## config.mk

```make
export PLATFORM = sky130hd
export DESIGN_NAME = mem_port_arbiter
export DESIGN_NICKNAME = d
export VERILOG_FILES = /design/src/rtl/mem_port_arbiter_pkg.sv /design/src/rtl/mem_port_arbiter_rd_return_pipe.sv /design/src/rtl/mem_port_arbiter.sv
export SDC_FILE = /design/constraint.sdc
export NUM_CORES = 1
export LEC_CHECK = 0
export BUFFER_PORTS_ARGS = -buffer_cell sky130_fd_sc_hd__clkbuf_2
export CAP_MARGIN = 30
export CORE_AREA = 2 2 120 122
export CTS_BUF_LIST = sky130_fd_sc_hd__clkbuf_4
export CTS_CLUSTER_DIAMETER = 40
export CTS_CLUSTER_SIZE = 8
export DETAILED_ROUTE_END_ITERATION = 10
export DIE_AREA = 0 0 122 124
export PLACE_DENSITY = 0.59
export SETUP_SLACK_MARGIN = 0.05
export SLEW_MARGIN = 15
export SYNTH_ARGS = -nofsm -noshare
export SYNTH_HDL_FRONTEND = slang
export SYNTH_SLANG_ARGS = --single-unit
```

## constraint.sdc

```tcl
create_clock -name clk -period 2 [get_ports clk]
set_input_delay 0.5 -clock clk [delete_from_list [all_inputs] [get_ports clk]]
set_output_delay 0.5 -clock clk [all_outputs]
set_load 0.05 [all_outputs]
```

## src/rtl/mem_port_arbiter_pkg.sv

```systemverilog
// Shared types for the memory data-port arbiter: arbitration state, read
// owner tag, request bundle and the return-pipeline entry.
package mem_arb_pkg;

  typedef enum logic [1:0] {
    ARB_IDLE,
    ARB_CPU,
    ARB_DMA,
    ARB_DMA_LOCK
  } arb_state_t;

  typedef enum logic {
    OWN_CPU,
    OWN_DMA
  } owner_t;

  typedef struct packed {
    logic [3:0]  wen;
    logic [31:0] addr;
    logic [31:0] wdata;
  } mem_req_t;

  typedef struct packed {
    logic   valid;
    owner_t owner;
  } rd_tag_t;

  // A byte-enable pattern of all zeros denotes a read access.
  function automatic logic is_read(input logic [3:0] wen);
    return wen == 4'b0000;
  endfunction

endpackage

```

## src/rtl/mem_port_arbiter_rd_return_pipe.sv

```systemverilog
// Read-return tracker: a MEM_LAT-deep shift register of {valid, owner} tags,
// so returning read data can be steered to whoever issued the read.
module arb_rd_return_pipe
  import mem_arb_pkg::*;
#(
  parameter int unsigned MEM_LAT = 1
) (
  input  logic   clk,
  input  logic   rst,
  input  logic   push_i,
  input  owner_t owner_i,
  output logic   valid_o,
  output owner_t owner_o
);

  rd_tag_t [MEM_LAT-1:0] pipe_q;

  // Shift one tag per cycle; a reset drops every in-flight read.
  always_ff @(posedge clk) begin
    if (rst) begin
      // NOTE: every stage is cleared, not just the head, so no stale valid
      // can surface after reset.
      pipe_q <= '0;
    end else begin
      // NOTE: non-blocking assignments let each stage take its neighbour's
      // old value, which is what makes this a shift register.
      pipe_q[0] <= '{valid: push_i, owner: owner_i};
      for (int i = 1; i < MEM_LAT; i++) begin
        pipe_q[i] <= pipe_q[i-1];
      end
    end
  end

  assign valid_o = pipe_q[MEM_LAT-1].valid;
  assign owner_o = pipe_q[MEM_LAT-1].owner;

endmodule

```

## src/rtl/mem_port_arbiter.sv

```systemverilog
// Arbiter for the shared memory data port (port B) between the CPU data path
// and a DMA/loader master. One grant per cycle, CPU-first with DMA starvation
// protection and a bounded DMA burst lock. Read data returns MEM_LAT cycles
// after the grant and is steered to the owner recorded at grant time.
// Optional build macro ARB_PERF_CNT_EN adds CPU-stall and DMA-grant counters.
module mem_port_arbiter
  import mem_arb_pkg::*;
#(
  parameter int unsigned MEM_LAT  = 1,
  parameter int unsigned MAX_WAIT = 4,
  parameter int unsigned LOCK_MAX = 16
) (
  input  logic        clk,
  input  logic        rst,
  input  logic        cpu_req,
  input  logic [3:0]  cpu_wen,
  input  logic [31:0] cpu_addr,
  input  logic [31:0] cpu_wdata,
  output logic        cpu_hold,
  output logic [31:0] cpu_rdata,
  output logic        cpu_rvalid,
  input  logic        dma_req,
  input  logic        dma_lock,
  input  logic [3:0]  dma_wen,
  input  logic [31:0] dma_addr,
  input  logic [31:0] dma_wdata,
  output logic        dma_gnt,
  output logic [31:0] dma_rdata,
  output logic        dma_rvalid,
`ifdef ARB_PERF_CNT_EN
  input  logic        perf_clr,
  output logic [31:0] perf_cpu_stall,
  output logic [31:0] perf_dma_grant,
`endif
  output logic        mem_en,
  output logic [3:0]  mem_wen,
  output logic [31:0] mem_addr,
  output logic [31:0] mem_din,
  input  logic [31:0] mem_dout
);

  localparam int unsigned SW = $clog2(MAX_WAIT + 1);
  localparam int unsigned LW = $clog2(LOCK_MAX + 1);
  localparam logic [SW-1:0] MAX_WAIT_C = SW'(MAX_WAIT);
  localparam logic [LW-1:0] LOCK_MAX_C = LW'(LOCK_MAX);

  arb_state_t    state_q, state_d;
  logic [SW-1:0] starve_cnt_q, starve_cnt_d;
  logic [LW-1:0] lock_cnt_q, lock_cnt_d;

  logic     cpu_win, dma_win, lock_slot_due;
  mem_req_t cpu_acc, dma_acc, mem_sel;
  logic     rd_valid;
  owner_t   rd_owner;

  assign cpu_acc = '{wen: cpu_wen, addr: cpu_addr, wdata: cpu_wdata};
  assign dma_acc = '{wen: dma_wen, addr: dma_addr, wdata: dma_wdata};

  // The CPU is owed one slot once a locked burst has used its full budget.
  assign lock_slot_due = (lock_cnt_q == LOCK_MAX_C) && cpu_req;

  // Priority grant: locked burst, starved DMA, CPU, then plain DMA.
  always_comb begin
    // NOTE: both grants default low before the priority chain so every path
    // assigns them and no latch is inferred.
    cpu_win = 1'b0;
    dma_win = 1'b0;
    if (state_q == ARB_DMA_LOCK && dma_req && !lock_slot_due) begin
      dma_win = 1'b1;
    end else if (dma_req && starve_cnt_q == MAX_WAIT_C) begin
      dma_win = 1'b1;
    end else if (cpu_req) begin
      cpu_win = 1'b1;
    end else if (dma_req) begin
      dma_win = 1'b1;
    end
  end

  // Route the winner's fields to the memory port; all zeros when idle.
  always_comb begin
    mem_sel = '0;
    if (cpu_win) begin
      mem_sel = cpu_acc;
    end else if (dma_win) begin
      mem_sel = dma_acc;
    end
  end

  assign mem_en   = cpu_win | dma_win;
  assign mem_wen  = mem_sel.wen;
  assign mem_addr = mem_sel.addr;
  assign mem_din  = mem_sel.wdata;
  assign cpu_hold = cpu_req & ~cpu_win;
  assign dma_gnt  = dma_win;

  // Next owner, starvation counter and lock budget.
  always_comb begin
    state_d      = ARB_IDLE;
    starve_cnt_d = starve_cnt_q;
    lock_cnt_d   = lock_cnt_q;

    if (dma_win) begin
      state_d = dma_lock ? ARB_DMA_LOCK : ARB_DMA;
    end else if (cpu_win) begin
      // A CPU grant while a locked burst still requests is the forced slot;
      // the burst keeps its lock state and resumes on the next cycle.
      state_d = (state_q == ARB_DMA_LOCK && dma_req) ? ARB_DMA_LOCK : ARB_CPU;
    end

    if (!dma_req || dma_win) begin
      starve_cnt_d = '0;
    end else if (starve_cnt_q != MAX_WAIT_C) begin
      starve_cnt_d = starve_cnt_q + 1'b1;
    end

    if (cpu_win) begin
      lock_cnt_d = '0;
    end else if (dma_win && dma_lock) begin
      if (lock_cnt_q != LOCK_MAX_C) begin
        lock_cnt_d = lock_cnt_q + 1'b1;
      end
    end else if (state_d != ARB_DMA_LOCK) begin
      lock_cnt_d = '0;
    end
  end

  // Arbitration state register.
  always_ff @(posedge clk) begin
    if (rst) begin
      state_q      <= ARB_IDLE;
      starve_cnt_q <= '0;
      lock_cnt_q   <= '0;
    end else begin
      state_q      <= state_d;
      starve_cnt_q <= starve_cnt_d;
      lock_cnt_q   <= lock_cnt_d;
    end
  end

  arb_rd_return_pipe #(
    .MEM_LAT(MEM_LAT)
  ) u_rd_return_pipe (
    .clk    (clk),
    .rst    (rst),
    .push_i (mem_en && is_read(mem_sel.wen)),
    .owner_i(dma_win ? OWN_DMA : OWN_CPU),
    .valid_o(rd_valid),
    .owner_o(rd_owner)
  );

  assign cpu_rvalid = rd_valid && (rd_owner == OWN_CPU);
  assign dma_rvalid = rd_valid && (rd_owner == OWN_DMA);
  assign cpu_rdata  = mem_dout;
  assign dma_rdata  = mem_dout;

`ifdef ARB_PERF_CNT_EN
  logic [31:0] perf_stall_q, perf_gnt_q;

  // Saturating event counters with a synchronous clear.
  always_ff @(posedge clk) begin
    if (rst || perf_clr) begin
      perf_stall_q <= '0;
      perf_gnt_q   <= '0;
    end else begin
      if (cpu_hold && perf_stall_q != '1) begin
        perf_stall_q <= perf_stall_q + 1'b1;
      end
      if (dma_win && perf_gnt_q != '1) begin
        perf_gnt_q <= perf_gnt_q + 1'b1;
      end
    end
  end

  assign perf_cpu_stall = perf_stall_q;
  assign perf_dma_grant = perf_gnt_q;
`endif

endmodule

```

Yosys cells after proc, flatten, opt, wreduce, memory -nomap -nowiden
Index checks and enable logic that the tools add are counted.
{"block": "totals", "inputBits": 173, "register_bits": 12, "out_inout_bits": 137, "wordCells": 51}
{"block": "classes", "reduce_logical": 16, "muxes": 17, "n_bitwise": 4, "n_addsub": 2, "n_eq_ne": 7}
{"cell": "$mux 68", "count": 2}
{"cell": "$mux 5", "count": 3}
{"cell": "$mux 1", "count": 9}
{"cell": "$logic_and 1x1->1", "count": 8}
{"cell": "$mux 2", "count": 3}
{"cell": "$add 5x1->5 const B", "count": 1}
{"cell": "$eq 5x5->1 const B", "count": 1}
{"cell": "$ne 5x5->1 const B", "count": 1}
{"cell": "$logic_not 4->1", "count": 1}
{"cell": "$reduce_or 2->1", "count": 2}
{"cell": "$add 3x1->3 const B", "count": 1}
{"cell": "$eq 3x3->1 const B", "count": 1}
{"cell": "$ne 3x3->1 const B", "count": 1}
{"cell": "$eq 2x2->1 const B", "count": 1}
{"cell": "$logic_not 1->1", "count": 2}
{"cell": "$ne 2x1->1 const B", "count": 1}
{"cell": "$ne 2x2->1 const B", "count": 1}
{"cell": "$not 1->1", "count": 2}
{"cell": "$reduce_and 2->1", "count": 1}
{"cell": "$reduce_bool 2->1", "count": 1}
{"cell": "$and 1x1->1", "count": 1}
{"cell": "$logic_or 1x1->1", "count": 1}
{"cell": "$or 1x1->1", "count": 1}

Longest topological paths before layout
Gate-level depths: netlist of the first run.
{"block": "depth", "ltp_word": 10, "mapped_depth": 8, "mapped_depth_nobuf": 6}

Cells and area by module
From an unflattened synthesis of the first run, not the netlist that was laid out.
{"block": "hier_totals", "hier_cells": 217, "area_unflattened_um2": 1811.7}
{"mod": "mem_port_arbiter", "area_per_inst_um2": 1759.2, "cells_per_inst": 213, "instances": 1, "seq_area_each_um2": 200.2}
{"mod": "arb_rd_return_pipe", "area_per_inst_um2": 52.6, "cells_per_inst": 4, "instances": 1, "seq_area_each_um2": 40.0}

Worst setup path after synthesis of the first run
Ideal clock, no wire load.
{"block": "synth_timing", "path_kind": "register -> output", "from": "reg lock_cnt_q[0]", "to": "out cpu_hold", "path_slack_ns": -0.422, "path_buffers": 1, "arrival_time_ns": 1.922, "path_stages_with_launch": 7, "required_time_ns": 1.500, "path_cell_list": "dfxtp_1 inv_1 ha_1 nor4bb_4 o311a_1 buf_2 nor2b_1"}
{"block": "synth_between", "elab_chain_len": 7}
{"element": "start, declared", "line_no": "mem_port_arbiter.sv:49", "text": "logic [LW-1:0] lock_cnt_q, lock_cnt_d;"}
{"element": "start signal, assigned", "line_no": "mem_port_arbiter.sv:136", "text": "lock_cnt_q <= lock_cnt_d;"}
{"element": "$eq 5x5->1", "line_no": "mem_port_arbiter.sv:60", "text": "assign lock_slot_due = (lock_cnt_q == LOCK_MAX_C) && cpu_req;"}
{"element": "$logic_and 1x1->1", "line_no": "mem_port_arbiter.sv:60"}
{"element": "$logic_not 1->1", "line_no": "mem_port_arbiter.sv:68", "text": "if (state_q == ARB_DMA_LOCK && dma_req && !lock_slot_due) begin"}
{"element": "$logic_and 1x1->1", "line_no": "mem_port_arbiter.sv:68"}
{"element": "$mux 1", "line_no": "mem_port_arbiter.sv:68"}
{"element": "$not 1->1", "line_no": "mem_port_arbiter.sv:93", "text": "assign cpu_hold = cpu_req & ~cpu_win;"}
{"element": "$and 1x1->1", "line_no": "mem_port_arbiter.sv:93"}
{"element": "end, declared", "line_no": "mem_port_arbiter.sv:19", "text": "output logic cpu_hold,"}
No other way between the ends.

Worst setup path in the final report of the first run
{"block": "layout_timing", "from": "reg lock_cnt_q[0]", "to": "out mem_din[16]"}
{"block": "layout_between", "elab_chain_len": 7, "word_cells_on_any_way": 8, "cone_classes": "1 x eq/ne; 4 x mux; 3 x reduce/logical"}
{"element": "$eq 5x5->1 (*)", "line_no": "mem_port_arbiter.sv:60"}
{"element": "$logic_and 1x1->1 (*)", "line_no": "mem_port_arbiter.sv:60"}
{"element": "$logic_not 1->1 (*)", "line_no": "mem_port_arbiter.sv:68"}
{"element": "$logic_and 1x1->1 (*)", "line_no": "mem_port_arbiter.sv:68"}
{"element": "$mux 1", "line_no": "mem_port_arbiter.sv:68"}
{"element": "$mux 68", "line_no": "mem_port_arbiter.sv:84", "text": "end else if (dma_win) begin"}
{"element": "$mux 68 (*)", "line_no": "mem_port_arbiter.sv:82", "text": "if (cpu_win) begin"}
{"element": "end, declared", "line_no": "mem_port_arbiter.sv:38", "text": "output logic [31:0] mem_din,"}
Mark *: on every way between the ends. The rest lies on a longest branch, timed or not.

==> results of run 1 <==
[power groups by stage]
stage | sequential [uW] | combinational (uW) | clock [uW]
global route | 247 | 1430 | 185
finish | 246 | 1380 | 165
detailed placement | 252 | 1170 | 0
floorplan | 252 | 1020 | 0
CTS | 246 | 1310 | 167
global placement | 252 | 1170 | 0
[path summary, 6_finish.rpt]
path,cells after the start,slack [ns],startpoint,end
setup / recovery,7,-0.51,lock_cnt_q[0],mem_din[16]
hold / removal,2,0.46,rst,u_rd_return_pipe.valid_o
setup reg to reg,8,-0.02,lock_cnt_q[0],lock_cnt_q[3]
hold reg to reg,3,0.51,lock_cnt_q[0],lock_cnt_q[0]
[area by class of cell]
| cell class | instances | area share [%] |
|---|---|---|
| flip-flops and latches | 12 | 6.00 |
| well taps | 180 | 5.56 |
| inverters | 6 | 0.556 |
| clock buffers | 3 | 0.556 |
| multi-input cells | 121 | 32.2 |
| repair buffers | 238 | 55.1 |
| clock inverters | 1 | 0.0927 |
[sequential cells by signal, indices dropped and copies added, names as in the netlist]
register / cells
u_rd_return_pipe.valid_o: 1
starve_cnt_q: 3
lock_cnt_q: 5
u_rd_return_pipe.owner_o: 1
state_q: 2
[metrics by stage]
stage	hold WS [ns]	setup WS (ns)	total power [uW]	utilization, %	area [sq um]
final	0.457	-0.514	1790	29.5	4050
after global routing	0.459	-0.581	1860	29.5	4050
after CTS	0.453	-0.521	1720	28.2	3860
after detailed placement	0.506	-0.299	1430	25.0	3430
after global placement	0.503	-0.281	1430	25.0	3430
after floorplan	0.471	-0.179	1270	-	2080
[repair_timing]
| item | in CTS | in global routing |
|---|---|---|
| gates resized for setup | 80 | 50 |
| pin swaps | 1 | 1 |
| endpoints found under the setup margin | 70 | 72 |
| setup buffers | 1 | 2 |
| cloned | 1 | 1 |
[synthesized netlist by cell type, drive strengths merged]
cell type / n / share of area [%]
a41oi: 1 / 0.47
nor3: 4 / 1.1
nand2b: 1 / 0.34
a211oi: 1 / 0.41
nand4: 2 / 0.67
o311a: 1 / 0.54
ha: 4 / 2.7
nand2: 7 / 1.4
a22o: 68 / 32
a21boi: 1 / 0.41
nor4bb: 1 / 1.3
a21oi: 4 / 1.1
buf: 80 / 33
xor2: 2 / 0.94
a31oi: 2 / 0.67
and2: 2 / 0.81
nand3: 3 / 0.81
nor2b: 3 / 1.0
mux2i: 2 / 1.1
clkbuf: 1 / 0.20
xnor2: 1 / 0.47
nand3b: 1 / 0.41
o21ai: 2 / 0.74
dfxtp: 12 / 13
nor4: 2 / 0.67
inv: 6 / 1.2
nor2: 2 / 0.41
a32oi: 1 / 0.47
or2: 2 / 0.81
nor4b: 1 / 0.81
[per-layer routing]
metal | wire length, um | vias up | share of wire, % | track usage (%)
li1 | - | 1082 | - | -
met1 | 3620 | 1039 | 38 | 12.6
met2 | 5040 | 134 | 53 | 19.2
met3 | 875 | 4 | 9.1 | 2.84
met4 | 27 | 0 | 0.28 | 0.647
met5 | 0 | - | 0 | 0
[cell families (layout without fill, tap and decap cells)]
kind of cell,count (synthesis),count (layout),synth area share (%)
xor+xnor,3,3,1.42
fa+ha+maj,4,4,2.70
mux,2,2,1.08
flops,12,12,13.0
compound gates,81,81,36.9
simple gates,31,31,10.6
buf+inv,87,248,34.3
[worst register-to-register path: stages, from the launching register on]
cell and delay (ns):
dfxtp_2 0.34, inv_2 0.05, ha_4 0.14, nor4bb_4 0.16, o311a_4 0.40, clkbuf_16 0.21
buf_4 0.16, or2_4 0.26, nor4b_2 0.25
[layout by cell type (no fill, tap or decap), types with 3 or more instances in the layout]
master / n
nand3_1: 3
a21oi_1: 4
buf_8: 36
clkbuf_4: 3
nand2_1: 7
buf_4: 18
nor3_1: 3
buf_12: 38
a22o_4: 27
inv_1: 4
a22o_2: 41
clkbuf_2: 142
dfxtp_1: 10
==> impl_metrics.csv, run 1 <==
group,metric,value,unit
routing,drc,0,
timing,final.setup.tns,-33.52,ns
critical_path,path_cells,"inv_2, ha_4, nor4bb_4, o311a_4, buf_16, a22o_2, buf_12",
layout,areaGrowthSynthToFinish,118,%
layout,final_nets,559,
critical_path,cp.buffers_inverters,3,
yosys,syn-cell-area,0.00185,sq mm
timing,setup_slack,-0.514,ns
routing,wire_per_inst,17.0,um
routing,drtIter0Drc,34,
timing,finalSetupViolCount,71,
timing,worst_pin_slew,0.433,ns
power,pwr-share-seq,13.8,%
timing,post-route-min-period,2.51,ns
power,combPwrFrac,77.0,%
critical_path,cp_top_family,"compound AO/OA/AOI/OAI gates",
critical_path,cp.arrival,2.01,ns
clock_network,hold_buffers,0,
die,ioPinCount,310,
critical_path,crit_slowest_cell,"o311a_4",
power,p_leak,0.00197,uW
die,die_area,0.0151,sq mm
power,power_density,442,mW/mm^2
timing,slew_headroom,70.9,%
routing,drtPass1Iterations,4,
power,p_clk_share,9.2,%
yosys,synth_cell_types,35,
timing,clock_skew,0.00851,ns
clock_network,h-tree-depth,1,
global_routing,grt_pass1_wl,12000,um
power,power.internal,981,uW
timing,fmax,0.398,GHz
global_routing,grt_pass1_vias,2092,
layout,fillCellCount,1407,
critical_path,critPathKind,"register to output port",
global_routing,antenna_found_initial,0,
die,row_count,43,
placed_design,io_buffers,213,
critical_path,cp_max_fo,20,
layout,seq_area,243,sq um
outcome,outcome,"finished with violations",
routing,ant_nets,0,
power,switching_share,45.2,%
die,die_y,124,um
worst_hold_path,hold_path_class,"input pin to register",
yosys,syn_avg_cell_area,8.43,sq um
critical_path,cp_data_required_time,1.50,ns
timing,hold_viol,0,
timing,fin_crit_sh,126,%
yosys,synthCells,220,
yosys,ys_seq_area_share,13.0,%
power,ir_drop,305,uV
layout,multiInputGateArea,0.00130,sq mm
job,cap_violations,0,
die,core_area,0.0137,sq mm
die,dieWidth,122,um
timing,drv_slew,0,
critical_path,max_stage_delay,0.40,ns
power,p_switching,808,uW
placed_design,dp_hpwl,7340,um
clock_network,cts-root-buf,"clkbuf_4",
clock_network,cts_buffer_depth,2,
clock_network,clk_latency,0.28,ns
layout,fin_cells,561,
yosys,synth_nets,397,
critical_path,crit_path_end_kind,"output port",
timing,rsz0062_at_grt,"yes",
global_routing,grt.total_usage,10.4,%
routing,num_vias,2259,
global_routing,grt-ovfl-total,0,
clock_network,cts_buffers,3,
placed_design,placed_cells,552,
layout,final_layout_size_suffix_gt1_share,85.3,%
global_routing,grt_max_degree,39,
placed_design,place.gp.congestion,0.708,
yosys,yosys_register_bits,12,
die,start_util,13.5,%
clock_network,cts.sinks,12,
clock_network,clk_pin_slew,0.09,ns
clock_network,cts_tree,"built",
layout,diodes,0,
routing,vias_per_cell,4.03,
routing,wirelength,9560,um
yosys,synth_warnings,0,
critical_path,startpoint_type,"register",
outcome,violations,"setup timing",
No activity file was read; power rests on OpenSTA's default activity.
==> run 2, diff against run 1 <==
--- a/config.mk
+++ b/config.mk
@@ -15,6 +15,7 @@
 export DIE_AREA = 0 0 122 124
 export PLACE_DENSITY = 0.59
 export SETUP_SLACK_MARGIN = 0.05
+export SKIP_CTS_REPAIR_TIMING = 1
 export SLEW_MARGIN = 15
 export SYNTH_ARGS = -nofsm -noshare
 export SYNTH_HDL_FRONTEND = slang
==> impl_metrics.csv, run 2 (synthesis results as in run 1) <==
group,metric,value,unit
placed_design,place.gp.congestion,0.708,
die,die_area,0.0151,sq mm
routing,num_vias,2245,
routing,wire_per_inst,16.0,um
clock_network,cts_buffer_depth,2,
clock_network,cts.sinks,12,
critical_path,rr_endpoint,"lock_cnt_q[3]",
routing,vias_per_cell,4.03,
clock_network,cts_buffers,3,
worst_hold_path,holdPathEnd,"u_rd_return_pipe.valid_o",
die,die_y,124,um
layout,top_regs,"lock_cnt_q x5, starve_cnt_q x3, state_q x2",
die,row_count,43,
die,start_util,13.5,%
routing,drc,0,
routing,drtPass1Iterations,4,
timing,drv_slew,0,
die,core_area,0.0137,sq mm
layout,layout_common_cells,"142 x clkbuf_2, 42 x a22o_2, 38 x buf_12",
critical_path,cp_max_fo,40,
clock_network,clk_latency,0.28,ns
layout,areaGrowthSynthToFinish,106,%
critical_path,crit_path_end_kind,"output port",
job,cap_violations,0,
placed_design,placed_cells,552,
timing,finalSetupViolCount,70,
critical_path,startpoint_type,"register",
critical_path,cp_data_required_time,1.50,ns
global_routing,grt_pass1_wl,11100,um
timing,fin_hold_ws,0.458,ns
clock_network,cts-root-buf,"clkbuf_4",
global_routing,grt-ovfl-total,0,
global_routing,grt.total_usage,9.55,%
power,ir_drop,464,uV
routing,drtIter0Drc,37,
clock_network,clk_pin_slew,0.09,ns
layout,final_layout_size_suffix_gt1_share,84.9,%
outcome,violations,"setup timing",
timing,clock_skew,0.0114,ns
timing,post-route-min-period,2.53,ns
routing,ant_nets,0,
critical_path,max_stage_delay,0.39,ns
layout,largest_reg_flops,5,
timing,setup_slack,-0.525,ns
critical_path,r2r_cells,7,
global_routing,grt_pass1_vias,1955,
timing,final.setup.tns,-33.09,ns
timing,fin_crit_sh,126,%
layout,fillCellCount,1422,
power,p_leak,0.00188,uW
layout,final_nets,555,
layout,diodes,0,
layout,fin_util,27.9,%
critical_path,path_cells,"inv_2, ha_4, nor4bb_4, o311a_4, buf_12, a22o_2, buf_12",
critical_path,crit_top_cell,"buf_12",
critical_path,reg2reg_slack,0.16,ns
placed_design,pre_cts_ws,-0.299,ns
layout,regMostFlops,"lock_cnt_q",
worst_hold_path,hold_path_class,"input pin to register",
worst_hold_path,hold_depth,2,
timing,worst_pin_slew,0.422,ns
critical_path,r2r-start,"lock_cnt_q[0]",
layout,layout_commonest_cell,"clkbuf_2",
outcome,outcome,"finished with violations",
timing,rsz0062_at_grt,"yes",
clock_network,h-tree-depth,1,
placed_design,io_buffers,213,
clock_network,cts_tree,"built",
critical_path,critPathKind,"register to output port",
global_routing,grt_max_degree,41,
timing,slew_headroom,71.7,%
critical_path,cp.arrival,2.03,ns
die,dieWidth,122,um
routing,wirelength,8890,um
layout,fin_cells,557,
power,power_density,444,mW/mm^2
die,ioPinCount,310,
placed_design,dp_hpwl,7340,um
timing,hold_viol,0,
worst_hold_path,worstHoldStart,"rst",
critical_path,crit_slowest_cell,"o311a_4",
timing,fmax,0.396,GHz
global_routing,antenna_found_initial,0,
-- run 2: layout make-up --
type | count | area [sq um] | share of cell area (%)
multi-input cells | 121 | 1290 | 33.7
inverters | 6 | 22.5 | 0.589
clock buffers | 3 | 22.5 | 0.589
clock inverters | 1 | 3.75 | 0.0982
well taps | 180 | 225 | 5.89
flip-flops and latches | 12 | 243 | 6.35
repair buffers | 234 | 2020 | 52.7
-- run 2: worst max-delay path by stage --
stage                  end  slack (ns)  cells after the start     startpoint
3_3_place_gp   mem_din[22]       -0.28                      7  lock_cnt_q[0]
6_report       mem_din[12]       -0.53                      7  lock_cnt_q[0]
4_1_cts        mem_din[29]       -0.60                      7  lock_cnt_q[0]
3_5_place_dp   mem_din[21]       -0.30                      7  lock_cnt_q[0]
2_1_floorplan  mem_addr[0]       -0.18                      7  lock_cnt_q[0]
5_1_grt        mem_din[12]       -0.59                      7  lock_cnt_q[0]
-- run 2: report_power, final --
| part | internal, uW | leakage (uW) | total (uW) | switching [uW] |
|---|---|---|---|---|
| Combinational | 602 | 0.00177 | 1290 | 690 |
| Sequential | 244 | 0.0000986 | 246 | 2.00 |
| Clock | 72.3 | 0.0000154 | 161 | 88.4 |
| Total | 918 | 0.00188 | 1700 | 780 |
-- run 2: metrics by stage --
step / area, sq um / power (uW)
3_5_place_dp: 3430 / 1430
6_report: 3820 / 1700
4_1_cts: 3460 / 1590
2_1_floorplan: 2080 / 1270
3_3_place_gp: 3430 / 1430
5_1_grt: 3820 / 1770
-- run 2: worst max-delay path, delay by kind of cell (launching register included) --
kind / cells / cell delay (ns)
flops: 1 / 0.33
compound gates: 2 / 0.71
fa+ha+maj: 1 / 0.14
simple gates: 1 / 0.16
buf+inv: 3 / 0.38
-- run 2: layer usage --
layer | global-route usage, % | vias up | wire length [um]
met2 | 17.2 | 148 | 4640
met3 | 2.61 | 4 | 953
met1 | 11.9 | 1019 | 3260
met5 | 0 | - | 0
met4 | 0.431 | 0 | 27
li1 | - | 1074 | -
==> run 3, diff against run 2 <==
--- a/config.mk
+++ b/config.mk
@@ -7,16 +7,17 @@
 export LEC_CHECK = 0
 export BUFFER_PORTS_ARGS = -buffer_cell sky130_fd_sc_hd__clkbuf_2
 export CAP_MARGIN = 30
-export CORE_AREA = 2 2 120 122
+export CORE_AREA = 2 2 119 121
 export CTS_BUF_LIST = sky130_fd_sc_hd__clkbuf_4
 export CTS_CLUSTER_DIAMETER = 40
 export CTS_CLUSTER_SIZE = 8
 export DETAILED_ROUTE_END_ITERATION = 10
-export DIE_AREA = 0 0 122 124
+export DIE_AREA = 0 0 121 123
 export PLACE_DENSITY = 0.59
 export SETUP_SLACK_MARGIN = 0.05
 export SKIP_CTS_REPAIR_TIMING = 1
 export SLEW_MARGIN = 15
 export SYNTH_ARGS = -nofsm -noshare
 export SYNTH_HDL_FRONTEND = slang
+export SYNTH_HIERARCHICAL = 1
 export SYNTH_SLANG_ARGS = --single-unit
==> impl_metrics.csv, run 3 <==
group,metric,value,unit
critical_path,crit_slowest_cell,"dfxtp_2",
clock_network,clk_latency,0.27,ns
power,switching_share,45.4,%
timing,rsz0062_at_grt,"yes",
die,row_count,43,
yosys,postSynth.asyncResetShare,0,%
critical_path,r2r_cells,9,
timing,post-route-min-period,2.49,ns
die,core_area,0.0136,sq mm
yosys,yosysMostFrequentCell,"a22o_1",
critical_path,r2r-start,"lock_cnt_q[0]",
layout,fillCellCount,1354,
critical_path,crit_top_cell,"buf_12",
power,total_power,1890,uW
yosys,synth_nets,394,
timing,drv_slew,0,
clock_network,clk_pin_slew,0.08,ns
layout,final_layout_size_suffix_gt1_share,86.0,%
outcome,violations,"setup timing",
timing,fin_crit_sh,124,%
critical_path,reg2reg_slack,-0.09,ns
critical_path,cp.buffers_inverters,5,
routing,wirelength,10000,um
power,power_density,426,mW/mm^2
global_routing,antenna_found_initial,0,
layout,largest_reg_flops,5,
layout,diodes,0,
power,p_leak,0.00218,uW
critical_path,critPathLaunch,"lock_cnt_q[0]",
yosys,synth_cell_types,31,
critical_path,cp_top_family,"buffers and inverters",
clock_network,cts_tree,"built",
layout,fin_cells,579,
die,die_area,0.0149,sq mm
global_routing,grt_max_degree,35,
yosys,synthTopCellsByCount,"68 x a22o_1, 66 x buf_4, 12 x dfxtp_1",
timing,fin_hold_ws,0.493,ns
placed_design,io_buffers,213,
critical_path,crit_path_end_kind,"output port",
yosys,syn-cell-area,0.00181,sq mm
yosys,synthTopCellsByArea,"a22o_1 33%, buf_4 27%, dfxtp_1 13%",
critical_path,endpoint,"mem_addr[23]",
layout,layout_common_cells,"143 x clkbuf_2, 67 x a22o_4, 39 x buf_12",
yosys,yosys_register_bits,12,
routing,num_vias,2364,
clock_network,cts.sinks,12,
clock_network,cts-root-buf,"clkbuf_4",
placed_design,place.gp.congestion,0.742,
critical_path,cp_max_fo,9,
yosys,ys_seq_area_share,13.3,%
power,p_switching,857,uW
job,cap_violations,0,
layout,final_nets,577,
routing,vias_per_cell,4.08,
layout,areaGrowthSynthToFinish,144,%
power,combPwrFrac,78.3,%
yosys,yosys.area.top_type_share,32.9,%
timing,final.setup.tns,-31.34,ns
worst_hold_path,hold_path_class,"input pin to register",
critical_path,rr_endpoint,"u_rd_return_pipe/valid_o",
placed_design,dp_hpwl,8260,um
layout,regMostFlops,"lock_cnt_q",
yosys,synthCells,217,
layout,multiInputGateArea,0.00162,sq mm
timing,hold_viol,0,
timing,clock_skew,0.000937,ns
critical_path,critPathKind,"register to output port",
routing,drtIter0Drc,30,
die,start_util,13.3,%
timing,worst_pin_slew,0.302,ns
routing,drtPass1Iterations,4,
routing,drc,0,
routing,wire_per_inst,17.3,um
clock_network,cts_buffer_depth,2,
timing,fmax,0.402,GHz
yosys,synth_area_leader_cell,"a22o_1",
timing,slew_headroom,79.3,%
timing,setup_slack,-0.486,ns
power,pwr-share-seq,13.1,%
critical_path,cp.arrival,1.99,ns
critical_path,cp_data_required_time,1.50,ns
yosys,synth_warnings,6,
power,ir_drop,168,uV
yosys,synth_edf_count,0,
global_routing,grt.total_usage,11.1,%
clock_network,cts_buffers,3,
layout,seq_area,243,sq um
critical_path,max_stage_delay,0.33,ns
yosys,yosys_most_used_dff,"dfxtp_1",
global_routing,grt_pass1_wl,12700,um
global_routing,grt-ovfl-total,0,
die,ioPinCount,310,
layout,top_regs,"lock_cnt_q x5, starve_cnt_q x3, state_q x2",
critical_path,startpoint_type,"register",
die,die_y,123,um
critical_path,path_cells,"inv_2, ha_4, and4bb_4, o22ai_4, buf_12, buf_12, buf_12, a22o_4, buf_12",
global_routing,grt_pass1_vias,2361,
yosys,syn_avg_cell_area,8.35,sq um
critical_path,path_depth,9,
layout,layout_commonest_cell,"clkbuf_2",
clock_network,h-tree-depth,1,
timing,finalSetupViolCount,71,
placed_design,placed_area,0.00398,sq mm
die,dieWidth,121,um
layout,stdcell_area,0.00443,sq mm
power,p_clk_share,8.6,%
power,power.internal,1030,uW
outcome,outcome,"finished with violations",
placed_design,placed_cells,567,
routing,ant_nets,0,
==> run 3: cell count changes in the layout (fill, tap and decap cells not counted), sizes merged, moves of 2 or more <==
cell and change:
clkbuf +12, a31oi -2, inv +2, nor2 +4, nor3 -2, a211oi +2, a21oi -2, xnor2 +2
buf +11, o21ai -2
==> run 3: area by class of cell <==
| cell class | count | area share (%) |
|---|---|---|
| Multi-Input combinational cell | 118 | 36.6 |
| Tap cell | 180 | 5.09 |
| Inverter | 8 | 0.678 |
| Clock buffer | 3 | 0.509 |
| Sequential cell | 12 | 5.48 |
| Clock inverter | 1 | 0.0848 |
| Timing Repair Buffer | 257 | 51.6 |
==> run 3: logic make-up (layout without fill, tap and decap cells) <==
family	after synthesis	count (layout)	share of synthesized area, %
AND/OR/NAND/NOR	30	30	9.32
flip-flops	12	12	13.3
XOR/XNOR	4	4	1.93
AO/OA/AOI/OAI	79	79	39.5
multiplexers	1	1	0.553
buffers and inverters	87	269	32.7
adder cells (fa/ha/maj)	4	4	2.76
==> run 3: how the worst min path moves through the flow <==
| stage | from | to | slack, ns | cells past startpoint |
|---|---|---|---|---|
| finish | dma_lock | state_q[0] | 0.49 | 3 |
| global route | dma_lock | state_q[0] | 0.52 | 3 |
| CTS | dma_lock | state_q[0] | 0.48 | 3 |
| detailed placement | state_q[1] | state_q[1] | 0.58 | 2 |
| global placement | state_q[1] | state_q[1] | 0.56 | 2 |
| floorplan | lock_cnt_q[0] | lock_cnt_q[0] | 0.47 | 2 |
==> run 3: worst min-delay path: stages <==
cell and delay [ns]:
clkbuf_2 0.10, a21oi_1 0.06, nor2_1 0.07
==> run 3: per-stage QoR <==
step	util [%]	worst slack, ns
6_report	32.5	-0.486
5_1_grt	32.5	-0.559
4_1_cts	29.4	-0.592
3_5_place_dp	29.2	-0.371
3_3_place_gp	29.2	-0.339
2_1_floorplan	-	-0.0810
==> run 3: layer usage <==
layer	track usage, %	part of all wire, %	up-vias
met3	3.41	10	9
li1	-	-	1109
met5	0	0	-
met1	13.0	37	1090
met2	19.7	51	156
met4	3.05	1.0	0
==> run 3: power groups by stage <==
| stage | logic [uW] | clock network [uW] | registers, uW |
|---|---|---|---|
| after floorplan | 1140 | 0 | 253 |
| after CTS | 1350 | 170 | 248 |
| after global routing | 1540 | 178 | 248 |
| final | 1480 | 162 | 248 |
| after global placement | 1330 | 0 | 253 |
| after detailed placement | 1350 | 0 | 253 |
